===== src/rtl/uart_frame_rx.sv =====
// -----------------------------------------------------------------------------
// uart_frame_rx
//
// Receive-side framing stage placed behind a UART RX FIFO. It pops bytes
// through the UART CPU read port, hunts for a sync byte, parses a
// length-prefixed frame, streams the payload to a valid/ready consumer and
// reports per-frame completion or rejection.
//
// Frame format:  SYNC_BYTE, LEN, LEN payload bytes [, CHK]
//   The trailing CHK byte (XOR of LEN and every payload byte) exists only
//   when the macro UART_FRAME_CHECKSUM_EN is defined. Without it the CHK
//   state is absent and frame_done pulses right after the last payload
//   handshake.
//
// Parameters:
//   SYNC_BYTE  frame start marker
//   MAX_LEN    largest legal payload length (1..255)
//   TIMEOUT    inter-byte timeout in clk cycles (>= 2)
//
// Ports:
//   clk         system clock
//   reset_n     asynchronous active-low reset
//   rx_empty    UART RX FIFO empty flag
//   rx_data     UART data_out, valid the cycle after rx_read
//   rx_read     one-cycle pop strobe to the UART CPU read port
//   m_data      payload byte
//   m_valid     payload byte valid
//   m_ready     consumer accepts the byte
//   m_last      marks the final payload byte of a frame
//   frame_done  one-cycle pulse, frame accepted
//   frame_err   one-cycle pulse, frame rejected or aborted
//   err_count   saturating count of frame_err pulses
// -----------------------------------------------------------------------------
module uart_frame_rx #(
  parameter logic [7:0]  SYNC_BYTE = 8'hA5,
  parameter int unsigned MAX_LEN   = 16,
  parameter int unsigned TIMEOUT   = 200000
) (
  input  logic       clk,
  input  logic       reset_n,
  input  logic       rx_empty,
  input  logic [7:0] rx_data,
  output logic       rx_read,
  output logic [7:0] m_data,
  output logic       m_valid,
  input  logic       m_ready,
  output logic       m_last,
  output logic       frame_done,
  output logic       frame_err,
  output logic [7:0] err_count
);

  localparam int unsigned   TW        = $clog2(TIMEOUT);
  localparam logic [7:0]    MAX_LEN_B = 8'(MAX_LEN);
  localparam logic [TW-1:0] TMO_LAST  = TW'(TIMEOUT - 1);

  typedef enum logic [1:0] {
    HUNT    = 2'd0,
    LEN     = 2'd1,
    PAYLOAD = 2'd2
`ifdef UART_FRAME_CHECKSUM_EN
    ,
    CHK     = 2'd3
`endif
  } state_t;

  state_t        state;
  state_t        state_next;

  logic          capture;    // rx_data holds the byte popped last cycle
  logic          issue;
  logic          handshake;
  logic          len_bad;
  logic          tmo_hit;
  logic          load_len;
  logic          push_byte;
  logic          done_set;
  logic          err_set;
  logic [7:0]    remaining;
  logic [TW-1:0] tmo_cnt;
`ifdef UART_FRAME_CHECKSUM_EN
  logic [7:0]    chk;
`endif

  // A pop is in flight while rx_read is high and during the following
  // capture cycle; holding off while a payload byte waits for the consumer
  // keeps the FIFO as the only buffer, so no skid storage is needed here.
  assign issue     = !rx_read && !capture && !rx_empty && !m_valid;
  assign handshake = m_valid && m_ready;
  assign len_bad   = (rx_data == 8'd0) || (rx_data > MAX_LEN_B);

  // A capture in the same cycle always wins over an expiring timer.
  assign tmo_hit   = (state != HUNT) && !capture && !m_valid && (tmo_cnt == TMO_LAST);

  // ---------------------------------------------------------------------------
  // State register
  // ---------------------------------------------------------------------------
  // NOTE: sequential state uses non-blocking assignments so every register
  // samples the pre-edge values of the others, independent of block order.
  always_ff @(posedge clk or negedge reset_n) begin
    if (!reset_n) begin
      state <= HUNT;
    end else begin
      state <= state_next;
    end
  end

  // ---------------------------------------------------------------------------
  // Next-state and per-cycle decisions
  // ---------------------------------------------------------------------------
  // NOTE: every output of this block gets a default first; a path that left
  // one unassigned would infer a latch.
  always_comb begin
    state_next = state;
    load_len   = 1'b0;
    push_byte  = 1'b0;
    done_set   = 1'b0;
    err_set    = 1'b0;

    unique case (state)
      HUNT: begin
        // Anything but the sync byte is line noise and is dropped silently.
        if (capture && (rx_data == SYNC_BYTE)) begin
          state_next = LEN;
        end
      end

      LEN: begin
        // A sync byte here is taken as a length value, never as a restart.
        if (capture) begin
          if (len_bad) begin
            err_set    = 1'b1;
            state_next = HUNT;
          end else begin
            load_len   = 1'b1;
            state_next = PAYLOAD;
          end
        end
      end

      PAYLOAD: begin
        if (capture) begin
          push_byte = 1'b1;
        end else if (handshake && m_last) begin
`ifdef UART_FRAME_CHECKSUM_EN
          state_next = CHK;
`else
          done_set   = 1'b1;
          state_next = HUNT;
`endif
        end
      end

`ifdef UART_FRAME_CHECKSUM_EN
      CHK: begin
        if (capture) begin
          if (rx_data == chk) begin
            done_set = 1'b1;
          end else begin
            err_set  = 1'b1;
          end
          state_next = HUNT;
        end
      end
`endif

      default: begin
        state_next = HUNT;
      end
    endcase

    if (tmo_hit) begin
      err_set    = 1'b1;
      state_next = HUNT;
    end
  end

  // ---------------------------------------------------------------------------
  // Read engine, payload output, status pulses
  // ---------------------------------------------------------------------------
  always_ff @(posedge clk or negedge reset_n) begin
    if (!reset_n) begin
      rx_read    <= 1'b0;
      capture    <= 1'b0;
      m_data     <= 8'd0;
      m_valid    <= 1'b0;
      m_last     <= 1'b0;
      remaining  <= 8'd0;
      frame_done <= 1'b0;
      frame_err  <= 1'b0;
      err_count  <= 8'd0;
    end else begin
      rx_read    <= issue;
      capture    <= rx_read;
      frame_done <= done_set;
      frame_err  <= err_set;

      if (err_set && (err_count != 8'hFF)) begin
        err_count <= err_count + 8'd1;
      end

      if (load_len) begin
        remaining <= rx_data;
      end

      // m_data/m_last are only rewritten on a new capture, which cannot
      // happen while m_valid is high, so they hold steady until accepted.
      if (push_byte) begin
        m_data    <= rx_data;
        m_valid   <= 1'b1;
        m_last    <= (remaining == 8'd1);
        remaining <= remaining - 8'd1;
      end else if (handshake || tmo_hit) begin
        m_valid   <= 1'b0;
        m_last    <= 1'b0;
      end
    end
  end

`ifdef UART_FRAME_CHECKSUM_EN
  // Running checksum: seeded with LEN, folded with every payload byte.
  always_ff @(posedge clk or negedge reset_n) begin
    if (!reset_n) begin
      chk <= 8'd0;
    end else if (load_len) begin
      chk <= rx_data;
    end else if (push_byte) begin
      chk <= chk ^ rx_data;
    end
  end
`endif

  // ---------------------------------------------------------------------------
  // Inter-byte timeout
  // ---------------------------------------------------------------------------
  // Cleared by every captured byte and whenever the parser is (or is about
  // to be) in HUNT; frozen while a payload byte waits for the consumer, so
  // a slow consumer can never cause an abort.
  always_ff @(posedge clk or negedge reset_n) begin
    if (!reset_n) begin
      tmo_cnt <= '0;
    end else if (capture || (state_next == HUNT)) begin
      tmo_cnt <= '0;
    end else if (!m_valid) begin
      tmo_cnt <= tmo_cnt + 1'b1;
    end
  end

endmodule

===== config.mk =====
export PLATFORM = sky130hd
export DESIGN_NAME = uart_frame_rx
export DESIGN_NICKNAME = d
export VERILOG_FILES = /design/src/rtl/uart_frame_rx.sv
export SDC_FILE = /design/constraint.sdc
export NUM_CORES = 1
export LEC_CHECK = 0
export CAP_MARGIN = 20
export CORE_MARGIN = 5
export CORE_UTILIZATION = 45
export CTS_CLUSTER_SIZE = 16
export DETAILED_ROUTE_END_ITERATION = 8
export GPL_TIMING_DRIVEN = 0
export PLACE_DENSITY = 0.65
export SLEW_MARGIN = 20
export SYNTH_ARGS = -nofsm -noshare
export SYNTH_HDL_FRONTEND = slang
export SYNTH_SLANG_ARGS = --single-unit

===== constraint.sdc =====
create_clock -name clk -period 2.25 [get_ports clk]
set_input_delay 0.45 -clock clk [delete_from_list [all_inputs] [get_ports clk]]
set_output_delay 0.45 -clock clk [all_outputs]
set_load 0.005 [all_outputs]

-- After elaboration in Yosys (flattened, before gate mapping)
Cells that the tools add are included.
- register bits after elaboration: 50
- output and inout port bits: 21
- bits of input ports: 12
- reductions and logical operators: 23
- $add $sub $neg: 3
- equal/unequal tests: 7
- muxes and demuxes: 26
- order comparisons: 1
- operators by type and width (cell ; number):
    18-bit 2-to-1 mux ; 2
    18-bit by 1-bit adder with 18-bit output, second input constant ; 1
    18-bit equality test, second input constant ; 1
    8-bit 2-to-1 mux ; 2
    1-bit 2-to-1 mux ; 15
    2-bit 2-to-1 mux ; 6
    1-bit logical AND ; 10
    8-bit by 1-bit adder with 8-bit output, second input constant ; 1
    8-bit by 1-bit equality test with 1-bit output, second input constant ; 1
    8-bit equality test, second input constant ; 1
    8-bit by 5-bit > comparator with 1-bit output, second input constant ; 1
    8-bit logical NOT ; 1
    8-bit inequality test, second input constant ; 1
    8-bit by 1-bit subtractor with 8-bit output, second input constant ; 1
    2-bit case mux with 3 select lines ; 1
    2-bit nonzero test ; 3
    1-bit logical NOT ; 4
    2-bit logical NOT ; 2
    1-bit logical OR ; 3
    2-bit by 1-bit equality test with 1-bit output, second input constant ; 1
    2-bit equality test, second input constant ; 1
    2-bit by 1-bit inequality test with 1-bit output, second input constant ; 1

-- Logic depth before layout (Yosys ltp)
Gate-level depths: netlist (run 1).
- depth in word-level cells: 9
- gate-level depth with buffers: 9
- depth with buffers taken out: 6

-- Least setup slack after synthesis (run 1)
OpenSTA, ideal clock, no wires.
- kind: reg-to-reg
- start: register tmo_cnt[9]
- end: register err_count[6]
- setup slack: 197 ps
- stages on the path, launching flop included: 6
- data required time: 2125 ps
- clock period less this slack: 2053 ps
- arrival: 1929 ps
- path buffers: 0
- cells stage by stage: dfrtp_1 -> or4b_4 -> nor4_4 -> a22oi_2 -> nor3_1 -> mux2_2
- longest elaborated chain between the ends: 4
- ends and longest elaborated chain (what ; line ; source):
    start: declaration ; 80 ; logic [TW-1:0] tmo_cnt;
    start signal: assignment ; 245 ; tmo_cnt <= tmo_cnt + 1'b1;
    18-bit equality test ; 93 ; assign tmo_hit = (state != HUNT) && !capture && !m_valid && (tmo_cnt == TMO_LAST);
    1-bit logical AND ; 93 ;
    1-bit 2-to-1 mux ; 172 ; if (tmo_hit) begin
    1-bit logical AND ; 198 ; if (err_set && (err_count != 8'hFF)) begin
    end signal: assignment ; 199 ; err_count <= err_count + 8'd1;
    end: declaration ; 50 ; output logic [7:0] err_count
No other way between the ends.
A chain may end at the register's enable or synchronous reset.

-- Final worst setup path (run 1)
- start: input port rx_data[1]
- end: register err_count[1]
- longest elaborated chain between the ends: 7
- ends and longest elaborated chain (what ; line ; source):
    start: declaration ; 42 ; input logic [7:0] rx_data,
    8-bit by 5-bit > comparator with 1-bit output or 8-bit logical NOT (tied branches) ; 90 ; assign len_bad = (rx_data == 8'd0) || (rx_data > MAX_LEN_B);
    1-bit logical OR * ; 90 ;
    1-bit 2-to-1 mux * ; 131 ; if (len_bad) begin
    1-bit 2-to-1 mux * ; 130 ; if (capture) begin
    1-bit 2-to-1 mux * ; 120 ; unique case (state)
    1-bit 2-to-1 mux * ; 172 ;
    1-bit logical AND * ; 198 ;
Mark *: on every way between the ends. The rest lies on a longest branch, timed or not.

==> run metrics, run 1 <==
status finished clean; CP endpoint kind register; EDFF count, synth 0; cts bufs inserted 5; DRT iter0 DRCs 95; CTS tree built; H-tree depth 2; vias in the first global route 1909; Max Clock Skew 8.06 ps; GR Util All Layers 15.6%; mux cell area share after synthesis 2.55%; Setup WS post-layout 78.3 ps; TNS Setup 0 ps; grt ovf 0; Final Util 57.8%; hpwl dp 3.53 mm; fin nets 310; xor/xnor share of the synthesized area 8.22%; Async S/R FF share, synth 100%; Cells after Synth 254; hold buffers post-CTS 0; VDD IR-drop max 0.319 mV; CP max FO 8; ys flop type dfrtp_1; Area Growth Syn to Fin 22.7%; Placeable Area 5200 um^2; adder-cell share of the synthesized area 2.04%; FF-to-FF Start tmo_cnt[0]; crit path DAT 2360 ps; reg-to-reg endpoint err_count[1]; Worst Path Required 2440 ps; RSZ-0062 raised after global routing true; vias after detailed routing 1887; average vias per placed instance 5.20; final setup vio count 0; fin. max-slew vios 0; synthesis-stage register bit count 50; MaxCap Viol Count 0; most frequent cells in the layout dfrtp_1 (50), nand2_1 (44), clkdlybuf4s50_1 (31); reg2reg path depth 7; Final Hold Viols 0; Hold WC Path Type in -> async; antenna diode count 0; Num Clock Sinks 50; critical path startpoint category primary input; CP Class in -> reg; Detail Route Antenna Nets 0; number of library cell types mapped by synthesis 44; Routed WL per cell 14.3 um; Slew HR 50.7%; worst slew pin tran 734 ps; reg-to-reg slack, setup 90 ps; clock root buffer clkbuf_8; Mapped Nets 270; layout cells sized above 1 10.9%; simple-gate area share of the yosys netlist 26.7%; worst setup slack after placement -349 ps; cell area after layout 3010 um^2; largest family of logic cells by synthesized area simple AND/OR/NAND/NOR gates; synthesized area 2450 um^2; die height 83.8 um; post-synthesis compound-gate area fraction 5.92%; # port buffers 32; Initial Util 47.1%; Max clock buf depth 2; Placed Instance Area 2860 um^2; initial antenna violation count 0; first-pass GRT wire length 8.96 mm; Tmin final 2170 ps; largest net degree at the start of global routing 51; fin crit share 96.5%; Worst-Skew Late Latency 300 ps; fillers 473; Core Rows 26; YS warnings 0; fmax 0.460 GHz; Die ar. 7020 um^2; Die X 83.8 um; most common cell after layout, fill and taps aside dfrtp_1; Power Dens Cells 600 nW/um^2; sequential area share after synthesis 51.0%; Synth Area per Inst 9.65 um^2; IO Count 33; final wirelength 5.18 mm; Clock Pin Slew Worst Setup and Hold Paths 90 ps; DRC violations left 0; Leak 0.00132 uW; routability cong. 0.756; DRT Pass-1 Iters 4
==> stage by stage <==
step	total power (uW)	instances	hold WS [ps]
4_1_cts	1810	363	193
2_1_floorplan	1140	254	154
3_3_place_gp	1300	356	400
3_5_place_dp	1300	356	396
5_1_grt	1890	363	222
6_report	1800	363	162
==> logic make-up after synthesis <==
family / Yosys count
fa+ha+maj: 4
buf+inv: 18
flops: 50
simple gates: 130
xor+xnor: 23
mux: 6
compound gates: 23
==> cells in the mapped netlist (3+ instances only) <==
master    number  area [um^2]
nor4_1         7         43.8
ha_1           4         50.1
mux2i_1        4         40.0
clkbuf_1       4         15.0
a21oi_1        5         25.0
nor2_1        28          105
buf_2          3         15.0
nor3_1        11         55.1
nand3_1       11         55.1
xnor2_1        4         35.0
nand4_1        6         37.5
nor2b_1        3         18.8
inv_1          9         33.8
nand2_1       44          165
o21ai_0        9         45.0
dfrtp_1       50         1250
xor2_1        19          166
==> power breakdown <==
part / switching [uW] / internal [uW]
clock: 278 / 238
sequential: 51.6 / 967
combinational: 126 / 144
==> what timing repair did <==
action | 4_1_cts | 5_1_grt
pin swaps | 0 | 3
endpoints found under the setup margin | 1 | 22
buffers inserted | 1 | 1
gates resized for setup | 1 | 12
==> registers in the layout (all words and copies together), names as in the netlist <==
| name | flops |
|---|---|
| frame_err | 1 |
| rx_read | 1 |
| m_data | 8 |
| m_valid | 1 |
| capture | 1 |
| err_count | 8 |
| state | 2 |
| tmo_cnt | 18 |
| remaining | 8 |
| m_last | 1 |
| frame_done | 1 |
==> worst max-delay path: stages <==
cell and delay (ps):
clkdlybuf4s50_1 500, nor4_4 360, mux2i_2 320, a22oi_2 190, nor2_2 190, mux2_2 340
==> metal layers <==
| layer | GRT usage, % | routed length, um | part of all wire [%] | vias up |
|---|---|---|---|---|
| met2 | 24.3 | 2430 | 47 | 30 |
| met3 | 3.26 | 194 | 3.7 | 6 |
| met5 | 0 | 0 | 0 | - |
| li1 | - | - | - | 938 |
| met4 | 5.85 | 49 | 0.95 | 0 |
| met1 | 21.4 | 2510 | 48 | 913 |
==> area by class of cell <==
type	instances	area [um^2]	area share [%]
repair buffers	34	333	11.1
well taps	70	87.6	2.91
clock buffers	6	82.6	2.75
plain buffers	8	53.8	1.79
flip-flops and latches	50	1250	41.6
multi-input cells	186	1160	38.7
inverters	9	33.8	1.12
==> worst max-delay path by stage <==
stage,from,end,cells after the start
after floorplan,tmo_cnt[9],err_count[6],5
after global placement,reset_n,tmo_cnt[3],1
after detailed placement,rx_data[1],err_count[6],6
after CTS,tmo_cnt[7],err_count[6],5
after global routing,rx_data[1],err_count[7],6
final,rx_data[1],err_count[1],6
Note: power is estimated with default switching activity, not from simulation.
==> inputs of run 2 (changes only) <==
PLACE_DENSITY = 0.68   (was 0.65)
clock period = 1.99 ns   (was 2.25 ns; I/O delays follow)
==> run 2 against run 1 <==
The flow now finishes with violations (setup timing). Register-to-register slack worse by 130 ps. Global-route usage up 0.44 points. Sequential power up 13%. Hold slack worse by 55 ps. Final cell count up 3.6%. First-iteration DRC count up 44%. Design area up 6.0%. Count of clock-buffer cells in the layout down 1. Clock skew down 0.60 ps. Critical path type is now reg -> reg. Highest routed layer unchanged.
==> run metrics, run 2 (synthesis results as in run 1) <==
crit path DAT 2220 ps (-140 ps); Hold WC Path Type in -> async; cell area after layout 3190 um^2 (+6.0%); Power Dens Cells 722 nW/um^2 (+20%); Crit-path slowest cell or4b_4; Num Clock Sinks 50 (unchanged); Slew HR 57.2% (+6.5 points); first-pass GRT wire length 9.32 mm (+3.9%); flip-flop count of the largest register after layout 18 (unchanged); CP Class reg -> reg; Max clock buf depth 2 (unchanged); grt ovf 0 (unchanged); Core Rows 26 (unchanged); Max Clock Skew 7.45 ps (-0.602 ps); fin nets 321 (+3.5%); Tmin final 2030 ps; DRT Pass-1 Iters 7 (+3); initial antenna violation count 0 (unchanged); GR Util All Layers 16.1% (+0.44 points); worst slew pin tran 639 ps (-94.9 ps); Area Growth Syn to Fin 30.0%; DRC violations left 0 (unchanged); clock root buffer clkbuf_8; die height 83.8 um (unchanged); RSZ-0062 raised after global routing true; non-filler cells, final 376 (+3.6%); Die ar. 7020 um^2 (unchanged); IO Count 33 (unchanged); CP max FO 7 (-1); antenna diode count 0 (unchanged); most frequent cells in the layout dfrtp_1 (50), nand2_1 (44), nor2_1 (27), clkdlybuf4s50_1 (27), xor2_1 (19); Placed Instance Area 2870 um^2 (+0.48%); critical path startpoint category register; Setup WS post-layout -40.8 ps (-119 ps); # port buffers 32 (unchanged); hold buffers post-CTS 0 (unchanged); critical path's top delay family simple AND/OR/NAND/NOR gates; Pwr Total 2300 uW (+28%); Detail Route Antenna Nets 0 (unchanged); fillers 462 (-2.3%); Setup crit start tmo_cnt[12]; TNS Setup -70.1 ps (-70.1 ps); CP endpoint kind register; failing checks setup timing; Die X 83.8 um (unchanged); WP buf/inv 0 (-1); most common cell after layout, fill and taps aside dfrtp_1; fmax 0.492 GHz; routability cong. 0.778 (+2.9%); final wirelength 5.34 mm (+3.2%); largest net degree at the start of global routing 51 (unchanged); worst setup slack after placement -489 ps (-140 ps); CTS tree built; Worst-Skew Late Latency 300 ps (about the same); fin. max-slew vios 0 (unchanged); Leak 0.00142 uW (+7.9%); Initial Util 47.1% (unchanged); final setup vio count 4 (+4); H-tree depth 2 (unchanged); average vias per placed instance 5.28 (+1.5%); Worst Path Required 2180 ps (-260 ps); vias after detailed routing 1984 (+5.1%); Clock Pin Slew Worst Setup and Hold Paths 90 ps (about the same); cts bufs inserted 5 (unchanged); DRT iter0 DRCs 137 (+44%); MaxCap Viol Count 0 (unchanged); layout cells sized above 1 16.3% (+5.4 points); Final Hold Viols 0 (unchanged); vias in the first global route 1992 (+4.3%); VDD IR-drop max 0.566 mV (+77%); placed cells 356 (unchanged); status complete, but fails checks; Routed WL per cell 14.2 um (-0.36%); worst-path cell chain or4b_4 > nor4_4 > a22oi_2 > nor3_2 > mux2_4; Reg with most FFs tmo_cnt; fin crit share 102%; hpwl dp 3.49 mm (-0.95%); FF-to-FF Start tmo_cnt[12]; CP max stage delay 560 ps (+60 ps); Placeable Area 5200 um^2 (unchanged)
run 2: stage by stage:
stage	utilization [%]	hold slack (ps)
global route	61.2	156
detailed placement	55.1	390
finish	61.2	107
global placement	55.2	397
CTS	60.0	132
floorplan	-	102
run 2: cell type report:
cell class                      instances  area [um^2]  share of cell area [%]
Sequential cell                        50         1250                    39.3
Multi-Input combinational cell        186         1200                    37.7
Timing Repair Buffer                   46          425                    13.4
Tap cell                               70         87.6                    2.75
Clock buffer                            5         68.8                    2.16
Clock inverter                          3         68.8                    2.16
Buffer                                  7         50.0                    1.57
Inverter                                9         33.8                    1.06
run 2: power breakdown:
| part | internal, uW | total [uW] | switching (uW) |
|---|---|---|---|
| clock network | 504 | 845 | 342 |
| registers | 1090 | 1150 | 59.6 |
| logic | 162 | 302 | 140 |
| total | 1760 | 2300 | 541 |
run 2: path summary, 6_finish.rpt:
check | end | slack (ps) | depth (start not counted)
worst max-delay path | err_count[6] | -40 | 5
worst min-delay path | rx_read | 110 | 1
worst max register to register | err_count[6] | -40 | 5
worst min register to register | capture | 420 | 0
max in group asynchronous | tmo_cnt[12] | 1450 | 1
min in group clk | m_data[7] | 410 | 3
run 2: per-layer routing:
metal	up-vias	wire length (um)	GRT usage [%]
li1	965	-	-
met1	965	2660	23.2
met2	47	2400	24.6
met3	7	213	3.26
met4	0	70	4.39
met5	-	0	0
run 2: repair_timing:
item,in CTS,in global routing
hold endpoints to repair,0,0
resized for setup,12,11
buffers inserted,10,4
setup endpoints to repair,26,26
pin swaps,6,10
run 2: worst register-to-register path, delay by kind of cell (launching register included):
| kind | cells | cell delay (ps) |
|---|---|---|
| muxes | 1 | 320 |
| AOI/OAI and AO/OA | 1 | 210 |
| and+or+nand+nor | 3 | 1010 |
| DFF | 1 | 400 |
==> inputs of run 3 (changes only) <==
PLACE_DENSITY = 0.7   (was 0.68)
==> run 3 against run 2 <==
Critical endpoint unchanged. The run still ends with setup timing left. Sequential share of layout area increased by 0.52 points. Design area decreased by 1.2%. Via count decreased by 2.6%. Global-route usage fell by 0.34 points. Critical path depth did not move. Non-clock buffer count fell by 3. Highest routed layer unchanged. Combinational power up 3%. Register-to-register slack worse by 30 ps. Power fell by 6.0%. Final cell count down 0.80%. Core utilization down 0.75 points.
==> run metrics, run 3 (synthesis results as in run 1) <==
grt ovf 0 (unchanged); reg-to-reg slack, setup -70 ps (-30 ps); first-pass GRT wire length 9.10 mm (-2.3%); Num Clock Sinks 50 (unchanged); VDD IR-drop max 0.421 mV (-26%); die height 83.8 um (unchanged); Tmin final 2060 ps (+28.1 ps); CTS tree built; DRC violations left 0 (unchanged); hpwl dp 3.47 mm (-0.66%); reg-to-reg endpoint err_count[6]; Leak 0.00143 uW (+0.36%); average vias per placed instance 5.18 (-1.8%); Power Dens Cells 688 nW/um^2 (-4.8%); Reg with most FFs tmo_cnt; Placed Instance Area 2870 um^2 (unchanged); routability cong. 0.794 (+2.1%); CP endpoint kind register; fin crit share 103% (+1.4 points); GR Util All Layers 15.7% (-0.34 points); RSZ-0062 raised after global routing true; vias in the first global route 1960 (-1.6%); status complete, but fails checks; TNS Setup -68.9 ps (+1.15 ps); Core Rows 26 (unchanged); worst-path cell chain or4b_4 > nor4_4 > a22oi_2 > nor3_2 > mux2_4; CP Depth 5 (unchanged); initial antenna violation count 0 (unchanged); Clock Pin Slew Worst Setup and Hold Paths 90 ps (about the same); critical path's top delay family simple AND/OR/NAND/NOR gates; flip-flop count of the largest register after layout 18 (unchanged); antenna diode count 0 (unchanged); Setup WS post-layout -68.9 ps (-28.1 ps); layout cells sized above 1 15.5% (-0.83 points); Max clock buf depth 2 (unchanged); Slew HR 48.0% (-9.2 points); IO Count 33 (unchanged); cell area after layout 3150 um^2 (-1.2%); Crit-path slowest cell or4b_4; final wirelength 5.11 mm (-4.4%); Detail Route Antenna Nets 0 (unchanged); fillers 480 (+3.9%); CP Class reg -> reg; MaxCap Viol Count 0 (unchanged); critical path startpoint category register; most frequent cells in the layout dfrtp_1 (49), nand2_1 (44), nor2_1 (27); clock root buffer clkbuf_8; fin. max-slew vios 0 (unchanged); CP max FO 8 (+1); Worst-Skew Late Latency 300 ps (about the same); Hold WC Path Type in -> async; failing checks setup timing; fmax 0.486 GHz (-1.4%); fin nets 318 (-0.93%); Routed WL per cell 13.7 um (-3.6%); WP buf/inv 0 (unchanged); Initial Util 47.1% (unchanged); CP max stage delay 550 ps (about the same); FF-to-FF Start tmo_cnt[13]; crit path DAT 2250 ps (+30 ps); Area Growth Syn to Fin 28.4%; hold buffers post-CTS 0 (unchanged); DRT iter0 DRCs 83 (-39%); final setup vio count 1 (-3); most common cell after layout, fill and taps aside dfrtp_1; Setup crit end err_count[6]; Worst Path Required 2180 ps (about the same); cts bufs inserted 5 (unchanged); DRT Pass-1 Iters 4 (-3); worst slew pin tran 775 ps (+136 ps); vias after detailed routing 1932 (-2.6%); largest net degree at the start of global routing 51 (unchanged); H-tree depth 2 (unchanged); reg2reg path depth 5 (unchanged); Die ar. 7020 um^2 (unchanged); Max Clock Skew 10.3 ps (+2.84 ps); Setup crit start tmo_cnt[13]; Final Hold Viols 0 (unchanged); Placeable Area 5200 um^2 (unchanged); # port buffers 32 (unchanged); Die X 83.8 um (unchanged)
## run 3: changes by cell type in the layout (fill, tap and decap cells not counted), moves of 2 or more
cell             change
nor3_1               +2
buf_4                -3
clkinv_2             +2
dlymetal6s2s_1       +2
clkdlybuf4s50_1      -2
## run 3: how the worst min path moves through the flow
stage                 start   endpoint
detailed placement  rx_read    capture
finish              reset_n  m_data[4]
CTS                 reset_n  m_data[4]
global placement    rx_read    capture
floorplan           reset_n    capture
global route        reset_n  m_data[4]
## run 3: cell type report
class | count | area, um^2 | share of cell area [%]
clock inverter | 3 | 40.0 | 1.27
clock buffer | 5 | 68.8 | 2.19
inverter | 9 | 33.8 | 1.07
tap | 70 | 87.6 | 2.78
sequential | 50 | 1250 | 39.8
multi-input combinational | 186 | 1210 | 38.4
timing repair buffer | 43 | 408 | 13.0
buffer | 7 | 47.5 | 1.51
## run 3: what timing repair did
action,4_1_cts,5_1_grt
cloned,0,0
setup buffers,8,3
gates resized for setup,9,15
pin swaps,5,5
endpoints found under the setup margin,25,26
## run 3: metal layers
| metal | up-vias | wire length (um) | part of all wire (%) | track usage [%] |
|---|---|---|---|---|
| li1 | 958 | - | - | - |
| met4 | 0 | 43 | 0.84 | 4.09 |
| met2 | 36 | 2300 | 45 | 24.6 |
| met5 | - | 0 | 0 | 0 |
| met3 | 4 | 257 | 5.0 | 5.23 |
| met1 | 934 | 2510 | 49 | 21.0 |
## run 3: power breakdown
part           leakage, uW  switching, uW  internal [uW]
combinational     0.000713            148            164
sequential        0.000654           57.9           1090
clock            0.0000579            330            370
total              0.00143            535           1630
## run 3: per-stage QoR
stage | setup slack [ps] | hold WS [ps] | power [uW] | utilization [%] | instances
floorplan | 14.7 | 102 | 1290 | - | 254
global placement | -976 | 394 | 1460 | 55.2 | 356
detailed placement | -528 | 397 | 1470 | 55.1 | 356
CTS | -55.9 | 128 | 2180 | 58.8 | 370
global route | -148 | 153 | 2280 | 60.5 | 373
finish | -68.9 | 108 | 2160 | 60.5 | 373
